## src/rtl/decode_pkg.sv

```systemverilog
// decode_pkg: MIPS opcode/funct and ALU encodings, ID/EX control bundle, instruction decoder
package decode_pkg;
  localparam logic [5:0] OP_RTYPE = 6'b000000;
  localparam logic [5:0] OP_LW    = 6'b100011;
  localparam logic [5:0] OP_SW    = 6'b101011;
  localparam logic [5:0] OP_BEQ   = 6'b000100;
  localparam logic [5:0] OP_ADDI  = 6'b001000;
  localparam logic [5:0] FN_ADD   = 6'b100000;
  localparam logic [5:0] FN_SUB   = 6'b100010;
  localparam logic [5:0] FN_AND   = 6'b100100;
  localparam logic [5:0] FN_OR    = 6'b100101;
  localparam logic [5:0] FN_SLT   = 6'b101010;
  localparam logic [2:0] ALU_ADD  = 3'b010;
  localparam logic [2:0] ALU_SUB  = 3'b110;
  localparam logic [2:0] ALU_AND  = 3'b000;
  localparam logic [2:0] ALU_OR   = 3'b001;
  localparam logic [2:0] ALU_SLT  = 3'b111;
  typedef struct packed {
    logic       regwrite;
    logic       memwrite;
    logic       memtoreg;
    logic       alusrc;
    logic       regdst;
    logic       branch;
    logic [2:0] alucontrol;
    logic       illegal;
  } ctrl_t;
  function automatic ctrl_t decode(input logic [31:0] instr);
    ctrl_t c;
    c = '0;
    case (instr[31:26])
      OP_RTYPE: begin
        c.regwrite = 1'b1;
        c.regdst = 1'b1;
        case (instr[5:0])
          FN_ADD: c.alucontrol = ALU_ADD;
          FN_SUB: c.alucontrol = ALU_SUB;
          FN_AND: c.alucontrol = ALU_AND;
          FN_OR:  c.alucontrol = ALU_OR;
          FN_SLT: c.alucontrol = ALU_SLT;
          default: begin
            c = '0;
            c.illegal = 1'b1;
          end
        endcase
      end
      OP_LW: begin
        c.regwrite = 1'b1;
        c.alusrc = 1'b1;
        c.memtoreg = 1'b1;
        c.alucontrol = ALU_ADD;
      end
      OP_SW: begin
        c.memwrite = 1'b1;
        c.alusrc = 1'b1;
        c.alucontrol = ALU_ADD;
      end
      OP_BEQ: begin
        c.branch = 1'b1;
        c.alucontrol = ALU_SUB;
      end
      OP_ADDI: begin
        c.regwrite = 1'b1;
        c.alusrc = 1'b1;
        c.alucontrol = ALU_ADD;
      end
      default: c.illegal = 1'b1;
    endcase
    // the fetch reset value would otherwise flag as illegal; treat it as a bubble
    if (instr == '0) c = '0;
    return c;
  endfunction
endpackage

```

## src/rtl/decode_stage_reg_file.sv

```systemverilog
// decode_stage_reg_file: NREGx32 regfile, 2 comb reads (ra1/ra2->rd1/rd2), 1 write (we/wa/wd), $0 hardwired; DECODE_REGFILE_BYPASS_EN adds write-through
module decode_stage_reg_file #(
  parameter int NREG = 32
) (
  input  logic        clk,
  input  logic        rst,
  input  logic [4:0]  ra1,
  input  logic [4:0]  ra2,
  output logic [31:0] rd1,
  output logic [31:0] rd2,
  input  logic        we,
  input  logic [4:0]  wa,
  input  logic [31:0] wd
);
  logic [31:0] regs [NREG];
  always_ff @(posedge clk) begin
    if (rst) begin
      for (int i = 0; i < NREG; i++) regs[i] <= '0;
    end else if (we && wa != '0) begin
      regs[wa] <= wd;
    end
  end
`ifdef DECODE_REGFILE_BYPASS_EN
  always_comb begin
    rd1 = ra1 == '0 ? '0 : (we && wa == ra1) ? wd : regs[ra1];
    rd2 = ra2 == '0 ? '0 : (we && wa == ra2) ? wd : regs[ra2];
  end
`else
  always_comb begin
    rd1 = ra1 == '0 ? '0 : regs[ra1];
    rd2 = ra2 == '0 ? '0 : regs[ra2];
  end
`endif
endmodule

```

## src/rtl/decode_stage.sv

```systemverilog
// decode_stage: MIPS ID stage; IF/ID in (instrD/pcD/pcplus4D), WB port in, isbranchtakenE squash in, registered ID/EX out; DECODE_REGFILE_BYPASS_EN enables regfile write-through
module decode_stage
  import decode_pkg::*;
#(
  parameter int          NREG     = 32,
  parameter logic [31:0] RESET_PC = 32'h00000000
) (
  input  logic        clk,
  input  logic        rst,
  input  logic [31:0] instrD,
  input  logic [31:0] pcD,
  input  logic [31:0] pcplus4D,
  input  logic        isbranchtakenE,
  input  logic        regwriteW,
  input  logic [4:0]  rdW,
  input  logic [31:0] resultW,
  output logic        regwriteE,
  output logic        memwriteE,
  output logic        memtoregE,
  output logic        alusrcE,
  output logic        regdstE,
  output logic        branchE,
  output logic [2:0]  alucontrolE,
  output logic [31:0] rd1E,
  output logic [31:0] rd2E,
  output logic [31:0] immE,
  output logic [4:0]  rsE,
  output logic [4:0]  rtE,
  output logic [4:0]  rdE,
  output logic [31:0] pcE,
  output logic [31:0] pcplus4E,
  output logic        illegalE
);
  ctrl_t       ctrl_d, ctrl_e;
  logic [31:0] rd1_d, rd2_d;
  logic        squash_pending;
  logic        bubble;
  decode_stage_reg_file #(.NREG(NREG)) u_rf (
    .clk(clk),
    .rst(rst),
    .ra1(instrD[25:21]),
    .ra2(instrD[20:16]),
    .rd1(rd1_d),
    .rd2(rd2_d),
    .we(regwriteW),
    .wa(rdW),
    .wd(resultW)
  );
  always_comb begin
    ctrl_d = decode(instrD);
    bubble = isbranchtakenE | squash_pending;
  end
  // a taken branch leaves two wrong-path instructions in IF/ID; squash this one and the next
  always_ff @(posedge clk) begin
    squash_pending <= !rst && isbranchtakenE;
    if (rst || bubble) begin
      ctrl_e   <= '0;
      rd1E     <= '0;
      rd2E     <= '0;
      immE     <= '0;
      rsE      <= '0;
      rtE      <= '0;
      rdE      <= '0;
      pcE      <= RESET_PC;
      pcplus4E <= RESET_PC;
    end else begin
      ctrl_e   <= ctrl_d;
      rd1E     <= rd1_d;
      rd2E     <= rd2_d;
      immE     <= {{16{instrD[15]}}, instrD[15:0]};
      rsE      <= instrD[25:21];
      rtE      <= instrD[20:16];
      rdE      <= instrD[15:11];
      pcE      <= pcD;
      pcplus4E <= pcplus4D;
    end
  end
  always_comb begin
    regwriteE   = ctrl_e.regwrite;
    memwriteE   = ctrl_e.memwrite;
    memtoregE   = ctrl_e.memtoreg;
    alusrcE     = ctrl_e.alusrc;
    regdstE     = ctrl_e.regdst;
    branchE     = ctrl_e.branch;
    alucontrolE = ctrl_e.alucontrol;
    illegalE    = ctrl_e.illegal;
  end
endmodule

```

## config.mk

```make
export PLATFORM = sky130hd
export DESIGN_NAME = decode_stage
export DESIGN_NICKNAME = d
export VERILOG_FILES = /design/src/rtl/decode_pkg.sv /design/src/rtl/decode_stage_reg_file.sv /design/src/rtl/decode_stage.sv
export SDC_FILE = /design/constraint.sdc
export NUM_CORES = 2
export LEC_CHECK = 0
export CAP_MARGIN = 25
export CORE_MARGIN = 4
export CORE_UTILIZATION = 25
export DETAILED_ROUTE_END_ITERATION = 10
export GPL_TIMING_DRIVEN = 0
export SYNTH_ARGS = -nofsm -noshare
export SYNTH_HDL_FRONTEND = slang
export SYNTH_SLANG_ARGS = --single-unit
export TNS_END_PERCENT = 1
```

## constraint.sdc

```tcl
create_clock -name clk -period 4.2 [get_ports clk]
set_input_delay 1.26 -clock clk [delete_from_list [all_inputs] [get_ports clk]]
set_output_delay 1.26 -clock clk [all_outputs]
set_load 0.005 [all_outputs]
```

### Word-level counts from Yosys, hierarchy flattened

Memory sizes are Yosys's and may differ from the RTL's. A register that Yosys moved wholly into a read port is not among the register bits.
Index checks and enable logic that the tools add are counted.

| cells by class | value |
|---|---|
| multiplexer cells | 18 |
| bitwise operators | 2 |
| reductions and logical operators | 18 |
| eq/ne operators | 9 |

Operators by type and width:

| kind | count |
|---|---|
| $eq 6x6->1 const B | 7 |
| $logic_not 32->1 | 1 |
| $mux 32 | 1 |
| $reduce_or 32->1 | 1 |
| $pmux 1 s2 | 6 |
| $pmux 3 s4 | 1 |
| $logic_not 5->1 | 2 |
| $pmux 3 s3 | 1 |
| $reduce_or 2->1 | 4 |
| $mux 1 | 7 |
| $eq 6x3->1 const B | 1 |
| $eq 6x4->1 const B | 1 |
| $logic_not 6->1 | 1 |
| $mux 6 | 1 |
| $reduce_or 3->1 | 2 |
| $mux 5 | 1 |
| $reduce_bool 5->1 | 1 |
| $reduce_or 5->1 | 1 |
| $reduce_or 4->1 | 1 |
| $logic_and 1x1->1 | 2 |
| $logic_not 1->1 | 1 |
| $logic_or 1x1->1 | 1 |
| $not 1->1 | 1 |
| $or 1x1->1 | 1 |

| storage, ports and cells | value |
|---|---|
| output and inout bits | 185 |
| input bits | 137 |
| bits in registers | 106 |
| memories kept | 1 |
| word-level logic and storage cells | 63 |
| RAM bits | 1,024 |

Memory list:

| name | depth | width | rd ports | clocked after memory_dff | write ports | RTL line | text |
|---|---|---|---|---|---|---|---|
| u_rf.regs | 32 | 32 | 2 | 2 | 32 | decode_stage_reg_file.sv:15 | `logic [31:0] regs [NREG];` |

### Depth between registers and ports, before layout

| depth | value |
|---|---|
| depth in word-level cells | 7 |
| depth in mapped cells | 10 |
| depth with buffers taken out | 4 |

### Cells and area by module

From an unflattened synthesis, not the netlist that was laid out.

| second synthesis, totals | value |
|---|---|
| cells, all modules | 3,909 |
| area, all modules | 59,054.1 µm² |

By module, submodules not included:

| module | seq. area each (µm²) | instances | cells an instance | area an instance (µm²) |
|---|---|---|---|---|
| decode_stage_reg_file | 30,749.5 | 1 | 3,502 | 54,253.3 |
| decode_stage | 3,303.2 | 1 | 407 | 4,800.9 |

### Worst setup path after synthesis

OpenSTA, ideal clock, no wires.

| path | value |
|---|---|
| kind | input -> register |
| from | in rst |
| to | mem u_rf.regs[12][0] (enable) |
| path slack | 1.062 ns |
| path buffers | 2 |
| data arrival time | 2.763 ns |
| library setup time | 0.375 ns |
| cell stages on the path | 5 |
| cells stage by stage | clkbuf_1 > or4b_1 > clkbuf_1 > nor2_1 > or2_2 |

RTL lines:

| element | RTL line | text |
|---|---|---|
| start, declared | decode_stage.sv:9 | `input logic rst,` |
| end, declared | decode_stage_reg_file.sv:15 |  |

### Worst setup path in the final report

| path | value |
|---|---|
| from | in instrD[25] |
| to | reg rd1E[16] (read register of u_rf.regs) |

| on the way | value |
|---|---|
| longest elaborated chain between the ends | 2 |

Ends and longest elaborated chain:

| element | RTL line | text |
|---|---|---|
| start, declared | decode_stage.sv:10 | `input logic [31:0] instrD,` |
| $logic_not 5->1 | decode_stage_reg_file.sv:30 | `rd1 = ra1 == '0 ? '0 : regs[ra1];` |
| $reduce_or 2->1 (no source line) | n/a |  |
| end, declared | decode_stage.sv:24 | `output logic [31:0] rd1E,` |

Several ways; a longest one is shown, not always the timed one.
A chain may end at the register's enable or synchronous reset.

==> flow_metrics.env <==
export IMPL_outcome="finished with violations"
export IMPL_violations="negative setup slack"
export IMPL_p_int_w=0.0217
export IMPL_start_util=0.251
export IMPL_seq_power_share=0.466
export IMPL_route_detailed_drc=0
export IMPL_finalCritPeriodShare=1.06
export IMPL_p_per_area_nw_per_um2=413
export IMPL_die_height_um=492
export IMPL_routedWlPerCell_um=32.2
export IMPL_cts_root_buffer="clkbuf_16"
export IMPL_ys_warnings_count=0
export IMPL_cts_sinks=1189
export IMPL_ys_seq_area_frac=0.582
export IMPL_std_cell_rows=177
export IMPL_yosysTopAreaCell="edfxtp_1"
export IMPL_crit_arrival_ns=5.12
export IMPL_htree_levels=4
export IMPL_grt_pass1_wl_um=330000
export IMPL_crit_path_top_delay_cell="clkbuf_1"
export IMPL_synthArstFlopShare=0
export IMPL_peakVddDrop_mv=0.413
export IMPL_cp_top_family="buffers and inverters"
export IMPL_worstPathRequired_ns=4.86
export IMPL_end_kind="register"
export IMPL_p_leak_nw=24.5
export IMPL_dp_hpwl_um=179000
export IMPL_drive_gt1_frac=0.198
export IMPL_setup_viol=51
export IMPL_grt_pass1_vias=40300
export IMPL_insertion_delay_ns=0.80
export IMPL_hp_start="squash_pending"
export IMPL_rsz0062_at_grt="yes"
export IMPL_fin_nets=4634
export IMPL_n_fill_cell=22900
export IMPL_viasPerCell=5.28
export IMPL_skew_ns=0.0459
export IMPL_slowest_delay_ns=0.95
export IMPL_relSlewSlack=0.197
export IMPL_synth_top_family_by_area="multiplexers"
export IMPL_final_area_um2=71500
export IMPL_grt_overflow=0
export IMPL_cts_tree="built"
export IMPL_ant_nets=0
export IMPL_clk_path_buf_depth=3
export IMPL_timing_rr_start="squash_pending"
export IMPL_synth_top_flop_cell="edfxtp_1"
export IMPL_crit_type="in2reg"
export IMPL_syn2layout_area_growth_pct=22.3
export IMPL_syn_avg_cell_area_um2=14.9
export IMPL_pwr_share_comb=0.120
export IMPL_io_buffers=315
export IMPL_cap_violations=0
export IMPL_grt_usage=0.197
export IMPL_synth_top_area_frac=0.526
export IMPL_antenna_found_initial=24
export IMPL_vias=40500
export IMPL_r2r_end="rd2E[10]"
export IMPL_pwr_share_clk=0.414
export IMPL_yosys_area_share_simple=0.138
export IMPL_worstMarginPinSlew_ns=1.20
export IMPL_grt_max_degree=33
export IMPL_synth_edff_count=1024
export IMPL_syn_cell_area_um2=58500
export IMPL_p_sw_frac=0.263
export IMPL_drv_slew=0
export IMPL_synth_seq_cells=1189
export IMPL_io_pin_count=322
export IMPL_gp_congestion=1.00
export IMPL_switchingPower_w=0.00777
export IMPL_cp_start_kind="input pin"
export IMPL_path_buf_inv=3
export IMPL_synth_cell_type_count=55
export IMPL_yosysMostFrequentCell="and2_1"
export IMPL_reg2reg_slack_ns=1.40
export IMPL_min_path_cells=3
export IMPL_dieArea_um2=242000
export IMPL_totalWireLength_um=247000
export IMPL_drt_iter0_drc=5622
export IMPL_synth_mux_area_frac=0.198
export IMPL_cp_cell_sequence="clkdlybuf4s50_1, nor2_1, clkbuf_1, clkbuf_1, o21ai_0, nor4b_1"
export IMPL_core_area_um2=233000
export IMPL_r2r_cells=4
export IMPL_die_w_um=492
export IMPL_path_common_cell="clkbuf_1"
export IMPL_synth_xor_area_share=0
export IMPL_hold_buffers=0
export IMPL_tns_ns=-3.70
export IMPL_netlist_instances=3917
export IMPL_place_area_um2=66800
export IMPL_max_freq_ghz=0.224
export IMPL_dr_pass1_iters=7
export IMPL_ys_top_cells_by_area="edfxtp_1 (53%), mux4_2 (16%), and2_1 (12%)"
export IMPL_final_core_util=0.307
export IMPL_hold_path_class="reg2reg"
export IMPL_whs_endpoint="memtoregE"
export IMPL_synthAdderAreaFrac=0
export IMPL_netlist_top_cells_count="and2_1 (1080), edfxtp_1 (1024), mux4_2 (420)"
export IMPL_synth_compound_area_frac=0.0462
export IMPL_cp_max_fo=10
export IMPL_cts_buffers=137
export IMPL_hold_viol=0
export IMPL_fin_crit_ns=4.47
export IMPL_worst_slack_ns=-0.266
export IMPL_cts_clk_slew_worst_paths_ns=0.06
power groups by stage:
stage / clock network (W) / logic, W / registers (W)
2_1_floorplan: 0 / 0.00175 / 0.0139
3_5_place_dp: 0 / 0.00343 / 0.0140
3_3_place_gp: 0 / 0.00327 / 0.0140
5_1_grt: 0.0127 / 0.00359 / 0.0138
6_report: 0.0122 / 0.00353 / 0.0138
4_1_cts: 0.0123 / 0.00345 / 0.0138
worst min-delay path: cells and delay by family, from the launching register on:
family / cells / cell delay [ns]
simple gates: 3 / 0.38
flops: 1 / 0.34
flip-flops by register name (all words and copies together) (netlist names), 3 cells and up:
register,count
rtE,5
alucontrolE,3
rd1E,32
pcE,32
rsE,5
immE,16
u_rf.regs,1024
pcplus4E,32
rd2E,32
stage by stage:
stage	worst slack, ns	hold slack (ns)	power [W]	instances
floorplan	1.06	0.633	0.0156	3948
global placement	-2.85	0.713	0.0172	7306
detailed placement	-1.59	0.747	0.0174	7396
CTS	-0.252	0.758	0.0295	7647
global route	-0.0626	0.801	0.0302	7656
finish	-0.266	0.763	0.0295	7662
metal layers:
| layer | up-vias | GRT usage | routed length, um |
|---|---|---|---|
| met1 | 20700 | 0.239 | 89300 |
| met3 | 621 | 0.0644 | 30300 |
| met2 | 3014 | 0.301 | 109000 |
| li1 | 16100 | - | - |
| met5 | - | 0 | 114 |
| met4 | 16 | 0.125 | 18200 |
logic make-up (layout without fill, tap and decap cells):
group | Yosys count | in the layout
multiplexers | 631 | 631
AO/OA/AOI/OAI | 350 | 350
buffers and inverters | 427 | 1088
AND/OR/NAND/NOR | 1319 | 1319
other | 1 | 42
flip-flops | 1189 | 1189
worst max-delay path by stage:
stage | from | cells after the start | endpoint | slack, ns
2_1_floorplan | rst | 5 | u_rf.regs[12][0] | 1.06
5_1_grt | instrD[24] | 9 | rd1E[18] | -0.06
3_5_place_dp | instrD[19] | 7 | rd2E[10] | -1.59
3_3_place_gp | instrD[24] | 7 | rd1E[19] | -2.85
4_1_cts | instrD[24] | 9 | rd1E[21] | -0.25
6_report | instrD[25] | 6 | rd1E[16] | -0.27
placed cells by master (no fill, tap or decap), types with 45 or more instances in the layout:
cell type / Yosys / routed
and2_1: 1080 / 1080
a22o_1: 88 / 88
mux2i_1: 198 / 198
mux4_2: 420 / 420
clkdlybuf4s50_1: 0 / 315
dfxtp_1: 165 / 165
o22ai_1: 82 / 82
clkbuf_1: 298 / 303
nor2_1: 45 / 45
buf_2: 53 / 71
edfxtp_1: 1024 / 1024
clkbuf_16: 0 / 139
cell type report:
class,instances,area (um^2),share of cell area
antenna,10,25.0,0.000350
buffer,422,2050,0.0287
clock buffer,179,3720,0.0521
clock inverter,72,802,0.0112
inverter,5,18.8,0.000263
multi-input combinational,2332,22600,0.316
sequential,1189,34100,0.476
tap,3043,3810,0.0533
timing repair buffer,410,4400,0.0616
repair_timing:
action,CTS,global route
gates resized for setup,20,18
setup buffers,0,0
cloned,0,0
endpoints found under the setup margin,43,18
Note: power is estimated with default switching activity, not from simulation.
